**config.mk**
```make
export PLATFORM = sky130hd
export DESIGN_NAME = ex_mem_stage_reg
export DESIGN_NICKNAME = d
export VERILOG_FILES = /design/src/rtl/ex_mem_stage_reg.sv
export SDC_FILE = /design/constraint.sdc
export NUM_CORES = 1
export LEC_CHECK = 0
export CORE_ASPECT_RATIO = 1.75
export CORE_UTILIZATION = 52
export DETAILED_ROUTE_END_ITERATION = 8
export PLACE_DENSITY_LB_ADDON = 0.2
export REMOVE_ABC_BUFFERS = 1
export SYNTH_ARGS = -nofsm -noshare
export SYNTH_HDL_FRONTEND = slang
export SYNTH_SLANG_ARGS = --single-unit
```
**constraint.sdc**
```tcl
create_clock -name clk -period 7.4 [get_ports clk]
set_input_delay 1.48 -clock clk [delete_from_list [all_inputs] [get_ports clk]]
set_output_delay 1.48 -clock clk [all_outputs]
set_load 0.02 [all_outputs]
```
**src/rtl/ex_mem_stage_reg.sv**
```systemverilog
// EX/MEM pipeline register with valid/ready handshake, optional 2-entry skid
// buffer, flush squash and a saturating output-stall counter.
module ex_mem_stage_reg #(
  parameter int WB_W   = 2,
  parameter int MEM_W  = 3,
  parameter int RD_W   = 5,
  parameter int DATA_W = 32,
  parameter int SKID   = 1,
  parameter int CNT_W  = 16
) (
  input  logic              clk,
  input  logic              rst,
  input  logic              flush,
  input  logic              in_valid,
  output logic              in_ready,
  input  logic [WB_W-1:0]   WB_in,
  input  logic [MEM_W-1:0]  MEM_in,
  input  logic [RD_W-1:0]   RD_in,
  input  logic [DATA_W-1:0] ALU_in,
  input  logic [DATA_W-1:0] WriteData_in,
  output logic              out_valid,
  input  logic              out_ready,
  output logic [WB_W-1:0]   WB_out,
  output logic [MEM_W-1:0]  MEM_out,
  output logic [RD_W-1:0]   RD_out,
  output logic [DATA_W-1:0] ALU_out,
  output logic [DATA_W-1:0] WriteData_out,
  output logic [CNT_W-1:0]  stall_cnt
);

  localparam int  ENT_W    = WB_W + MEM_W + RD_W + 2 * DATA_W;
  localparam bit  USE_SKID = (SKID != 32'sd0);

  typedef enum logic [1:0] {
    ST_EMPTY = 2'd0,
    ST_ONE   = 2'd1,
    ST_TWO   = 2'd2
  } state_e;

  state_e             state_r;
  logic [ENT_W-1:0]   main_r;
  logic [ENT_W-1:0]   skid_r;
  logic [ENT_W-1:0]   entry_s;
  logic               out_valid_r;
  logic               in_ready_r;
  logic               accept_s;
  logic               drain_s;
  logic [CNT_W-1:0]   stall_cnt_r;

  assign entry_s = {WB_in, MEM_in, RD_in, ALU_in, WriteData_in};

  // Without a skid buffer in_ready_r only marks "out of reset"; readiness then
  // follows the downstream handshake combinationally.
  assign in_ready = USE_SKID ? in_ready_r
                             : (in_ready_r & (~out_valid_r | out_ready));

  assign accept_s = in_valid & in_ready & ~flush;
  assign drain_s  = out_valid_r & out_ready;

  // Occupancy FSM: main register feeds the outputs, skid holds the late entry.
  always_ff @(posedge clk or posedge rst) begin
    if (rst) begin
      state_r     <= ST_EMPTY;
      out_valid_r <= 1'b0;
      in_ready_r  <= 1'b0;
      main_r      <= '0;
      skid_r      <= '0;
    end else if (flush) begin
      state_r     <= ST_EMPTY;
      out_valid_r <= 1'b0;
      in_ready_r  <= 1'b1;
      main_r      <= '0;
      skid_r      <= '0;
    end else begin
      in_ready_r <= 1'b1;
      case (state_r)
        ST_EMPTY: begin
          if (accept_s) begin
            state_r     <= ST_ONE;
            out_valid_r <= 1'b1;
            main_r      <= entry_s;
          end
        end
        ST_ONE: begin
          if (accept_s && drain_s) begin
            main_r <= entry_s;
          end else if (accept_s) begin
            // Only reachable with the skid buffer: in_ready was still high.
            state_r    <= ST_TWO;
            skid_r     <= entry_s;
            in_ready_r <= 1'b0;
          end else if (drain_s) begin
            state_r     <= ST_EMPTY;
            out_valid_r <= 1'b0;
          end
        end
        ST_TWO: begin
          if (drain_s) begin
            state_r <= ST_ONE;
            main_r  <= skid_r;
          end else begin
            in_ready_r <= 1'b0;
          end
        end
        default: begin
          state_r     <= ST_EMPTY;
          out_valid_r <= 1'b0;
        end
      endcase
    end
  end

  // Saturating count of cycles the output is held by downstream back-pressure.
  always_ff @(posedge clk or posedge rst) begin
    if (rst) begin
      stall_cnt_r <= '0;
    end else if (out_valid_r && !out_ready && (stall_cnt_r != {CNT_W{1'b1}})) begin
      stall_cnt_r <= stall_cnt_r + {{(CNT_W-1){1'b0}}, 1'b1};
    end
  end

  assign out_valid = out_valid_r;
  assign stall_cnt = stall_cnt_r;
  assign {WB_out, MEM_out, RD_out, ALU_out, WriteData_out} = main_r;

endmodule

```
==> run summary <==
================================================================================
Total of endpoints with negative setup slack in the final report               0
Adder and majority cell fraction of the synthesized area                0.007662
Post-route DRC                                                                 0
Core ar.                                                              15390 um^2
Routed length per instance                                              17.82 um
Overall track demand over capacity in global routing                      0.2443
Maximum number of pins on one net before global-route repair                  97
Crit start category                                                   input port
Level count of the clock H-tree                                                4
Die area                                                              16230 um^2
Share of synthesized area spent on multiplexers                           0.2231
Die Span Y                                                              167.8 um
Arrival time of data at the critical path endpoint                       4.43 ns
Syn_area_per_cell                                                     10.90 um^2
Status                                                              complete, no violations
Longest Clk Path Bufs                                                          2
Path class of the lowest-slack min-delay path                       flip-flop to flip-flop
Die extent in x                                                         96.73 um
Slew of the pin with the lowest slew margin                             1.147 ns
Vias in the first global route                                              6230
Hold-fix buffer count after cts                                                0
Largest family of logic cells by synthesized area                   multiplexers
Number of filler instances in the final layout                              1147
Number of buffers inserted by post-CTS setup repair                            0
Clock tree root driver cell                                         sky130_fd_sc_hd__clkbuf_16
Primary flip-flop cell chosen by synthesis mapping                  sky130_fd_sc_hd__dfrtp_1
RSZ-0062 raised after global routing                                          no
Hold slack final                                                       0.5058 ns
Number of flops mapped to enable cells by yosys                                0
# resized after CTS                                                            0
Crit Path Max Fanout                                                          62
Worst-skew pair later-pin latency                                        0.42 ns
Fraction of final layout cells with drive strength greater than 1         0.1413
Number of clock buffers inserted by TritonCTS                                 17
Number of violations of the max-capacitance limit                              0
Initial core utilization                                                  0.5306
Required time reported for the critical path endpoint                    7.71 ns
Register bit total from synthesis                                            168
DR vias/cell                                                               5.575
Critical path endpoint category                                        flip-flop
PnR Total Power                                                       0.003187 W
Number of diodes added for antenna fixing                                      0
Maximum frequency from static timing analysis                         0.2422 GHz
CTS tree                                                                    done
Netlist area before placement                                          8165 um^2
Post-route worst setup slack                                            3.271 ns
Number of hold violations in the final report                                  0
Site row count                                                                60
Number of I/O pins                                                           171
Final non-filler cell total                                                 1092
Worst voltage drop across the vdd grid                                  172.0 uV
Count of pins over their slew limit                                            0
Antenna violation net count after detailed routing                             0
Setup slack at placement                                                2.882 ns
DRC violation total after the first TritonRoute iteration                    367
XOR/XNOR share of the synthesized area                                   0.01287
Compound-Gate Fraction of Synth Area                                     0.06436
Drt pass-1 iters                                                               5
Total power density per cell area                                   306.1 nW/um^2
Synth async-reset ratio                                                    1.000
Distinct cell type count of the synthesized netlist                           43
Number of warnings issued by yosys                                             0
Count of buffers inserted at the top-level ports                             170
Relative slew margins                                                     0.2352
Number of nets at the end of the flow                                        977
Lkg Pwr                                                                 4.491 nW
Sequential element share of the synthesized area                          0.5149
DPL Wire Length                                                         12700 um
Count of clock tree sinks                                                    168
Cell total after placement                                                  1060
DRT Wirelength                                                          19460 um
Clk_skew                                                             0.009801 ns
Total congestion overflow                                                      0
Final critical-path share of the clock period                             0.5580
Area growth, synth to finish                                              27.54%
Clk slew on worst S/H paths                                              0.07 ns
Total number of vias                                                        6088
Synthesized instance count                                                   749
Category of the most critical setup path                            input port to flip-flop
First-pass GRT wire length                                              31340 um
Antenna violations before repair                                               0
Final weighted congestion of routability-driven global placement          0.8349
Total negative slack for setup checks                                       0 ns
Fraction of the mapped netlist area in simple logic gates                 0.1362
Min cycle time layout                                                   4.129 ns
================================================================================
-- final cells by class --
class	count	area, um^2	area share
Clock buffer	19	442.9	0.04253
Inverter	3	16.27	0.001562
Sequential cell	168	4204	0.4037
Tap cell	186	232.7	0.02235
Clock inverter	13	112.6	0.01081
Multi-Input combinational cell	527	3661	0.3516
Timing Repair Buffer	176	1744	0.1675
-- metrics by stage --
stage	area (um^2)	utilization
after global routing	10410	0.6767
after CTS	10410	0.6767
after detailed placement	9858	0.6406
after global placement	9858	0.6406
after floorplan	7843	-
final	10410	0.6767
-- worst max-delay path, stage by stage --
cell,delay [ns]
sky130_fd_sc_hd__clkdlybuf4s50_1,0.58
sky130_fd_sc_hd__nand2_1,0.18
sky130_fd_sc_hd__a2bb2oi_2,0.21
sky130_fd_sc_hd__o21ai_4,0.52
sky130_fd_sc_hd__buf_4,0.93
sky130_fd_sc_hd__mux2_2,0.43
-- cells in the mapped netlist (2+ instances only) --
| library cell | number | share of area |
|---|---|---|
| sky130_fd_sc_hd__buf_12 | 6 | 0.015 |
| sky130_fd_sc_hd__ha_1 | 5 | 0.0077 |
| sky130_fd_sc_hd__and3_1 | 3 | 0.0023 |
| sky130_fd_sc_hd__a21oi_1 | 80 | 0.049 |
| sky130_fd_sc_hd__buf_2 | 18 | 0.011 |
| sky130_fd_sc_hd__nand2_1 | 158 | 0.073 |
| sky130_fd_sc_hd__nand3_1 | 4 | 0.0025 |
| sky130_fd_sc_hd__nor2_1 | 78 | 0.036 |
| sky130_fd_sc_hd__mux2_2 | 16 | 0.022 |
| sky130_fd_sc_hd__a22oi_1 | 2 | 0.0018 |
| sky130_fd_sc_hd__or2_2 | 2 | 0.0015 |
| sky130_fd_sc_hd__o21ai_0 | 3 | 0.0018 |
| sky130_fd_sc_hd__xnor2_1 | 4 | 0.0043 |
| sky130_fd_sc_hd__and4_1 | 3 | 0.0032 |
| sky130_fd_sc_hd__buf_1 | 5 | 0.0023 |
| sky130_fd_sc_hd__mux2_4 | 60 | 0.11 |
| sky130_fd_sc_hd__nor3b_1 | 2 | 0.0018 |
| sky130_fd_sc_hd__mux2i_1 | 74 | 0.091 |
| sky130_fd_sc_hd__nand2b_1 | 2 | 0.0015 |
| sky130_fd_sc_hd__dfrtp_1 | 168 | 0.51 |
| sky130_fd_sc_hd__a31oi_1 | 2 | 0.0015 |
| sky130_fd_sc_hd__nor3_1 | 2 | 0.0012 |
| sky130_fd_sc_hd__inv_1 | 3 | 0.0014 |
| sky130_fd_sc_hd__nor4b_2 | 3 | 0.0055 |
| sky130_fd_sc_hd__nor4_1 | 2 | 0.0015 |
| sky130_fd_sc_hd__xor2_1 | 8 | 0.0086 |
| sky130_fd_sc_hd__clkbuf_1 | 20 | 0.0092 |
-- power breakdown --
group / internal, W / switching (W)
registers: 0.00110 / 0.000134
clock network: 0.000449 / 0.000386
logic: 0.000548 / 0.000574
-- cell families (layout without fill, tap and decap cells) --
family / count (synthesis) / after routing
adder cells (fa/ha/maj): 5 / 5
flip-flops: 168 / 168
multiplexers: 150 / 150
AND/OR/NAND/NOR: 265 / 265
AO/OA/AOI/OAI: 95 / 95
XOR/XNOR: 12 / 12
buffers and inverters: 54 / 211
-- layout by cell type (no fill, tap or decap), types with 3 or more instances in the layout --
| master | instances |
|---|---|
| sky130_fd_sc_hd__mux2_4 | 60 |
| sky130_fd_sc_hd__mux2i_1 | 74 |
| sky130_fd_sc_hd__xnor2_1 | 4 |
| sky130_fd_sc_hd__a21oi_1 | 79 |
| sky130_fd_sc_hd__nor2_1 | 78 |
| sky130_fd_sc_hd__clkbuf_16 | 17 |
| sky130_fd_sc_hd__nand3_1 | 4 |
| sky130_fd_sc_hd__dfrtp_1 | 168 |
| sky130_fd_sc_hd__clkinv_4 | 4 |
| sky130_fd_sc_hd__buf_4 | 7 |
| sky130_fd_sc_hd__and4_1 | 3 |
| sky130_fd_sc_hd__nand2_1 | 158 |
| sky130_fd_sc_hd__clkdlybuf4s50_1 | 169 |
| sky130_fd_sc_hd__ha_1 | 4 |
| sky130_fd_sc_hd__nor4b_2 | 3 |
| sky130_fd_sc_hd__inv_6 | 5 |
| sky130_fd_sc_hd__mux2_2 | 16 |
| sky130_fd_sc_hd__o21ai_0 | 3 |
| sky130_fd_sc_hd__and3_1 | 3 |
| sky130_fd_sc_hd__xor2_1 | 8 |
-- per-layer routing --
metal | routed length [um] | vias to the layer above | track usage
met5 | 0 | - | 0
met4 | 631 | 0 | 0.1064
met3 | 869 | 41 | 0.05189
met2 | 10550 | 179 | 0.4412
met1 | 7399 | 3050 | 0.2757
li1 | - | 2818 | -
-- final timing paths --
path                                   startpoint                  endpoint  slack, ns  cells after the start
min                        main_r[53]$_DFFE_PP0P_    main_r[53]$_DFFE_PP0P_       0.51                      1
max reg2reg                state_r[0]$_DFFE_PP0P_    main_r[43]$_DFFE_PP0P_       3.93                      7
max                                      in_valid    main_r[43]$_DFFE_PP0P_       3.27                      6
min reg2reg                main_r[53]$_DFFE_PP0P_    main_r[53]$_DFFE_PP0P_       0.51                      1
max in group asynchronous                     rst  stall_cnt[0]$_DFFE_PP0P_       4.29                      3
min in group asynchronous                     rst    skid_r[15]$_DFFE_PP0P_       1.61                      2
-- registers in the layout, indices dropped and copies added (netlist names) --
| name | count |
|---|---|
| state_r | 2 |
| main_r | 74 |
| stall_cnt | 16 |
| skid_r | 74 |
| in_ready | 1 |
| out_valid | 1 |
Note: power is estimated with default switching activity, not from simulation.
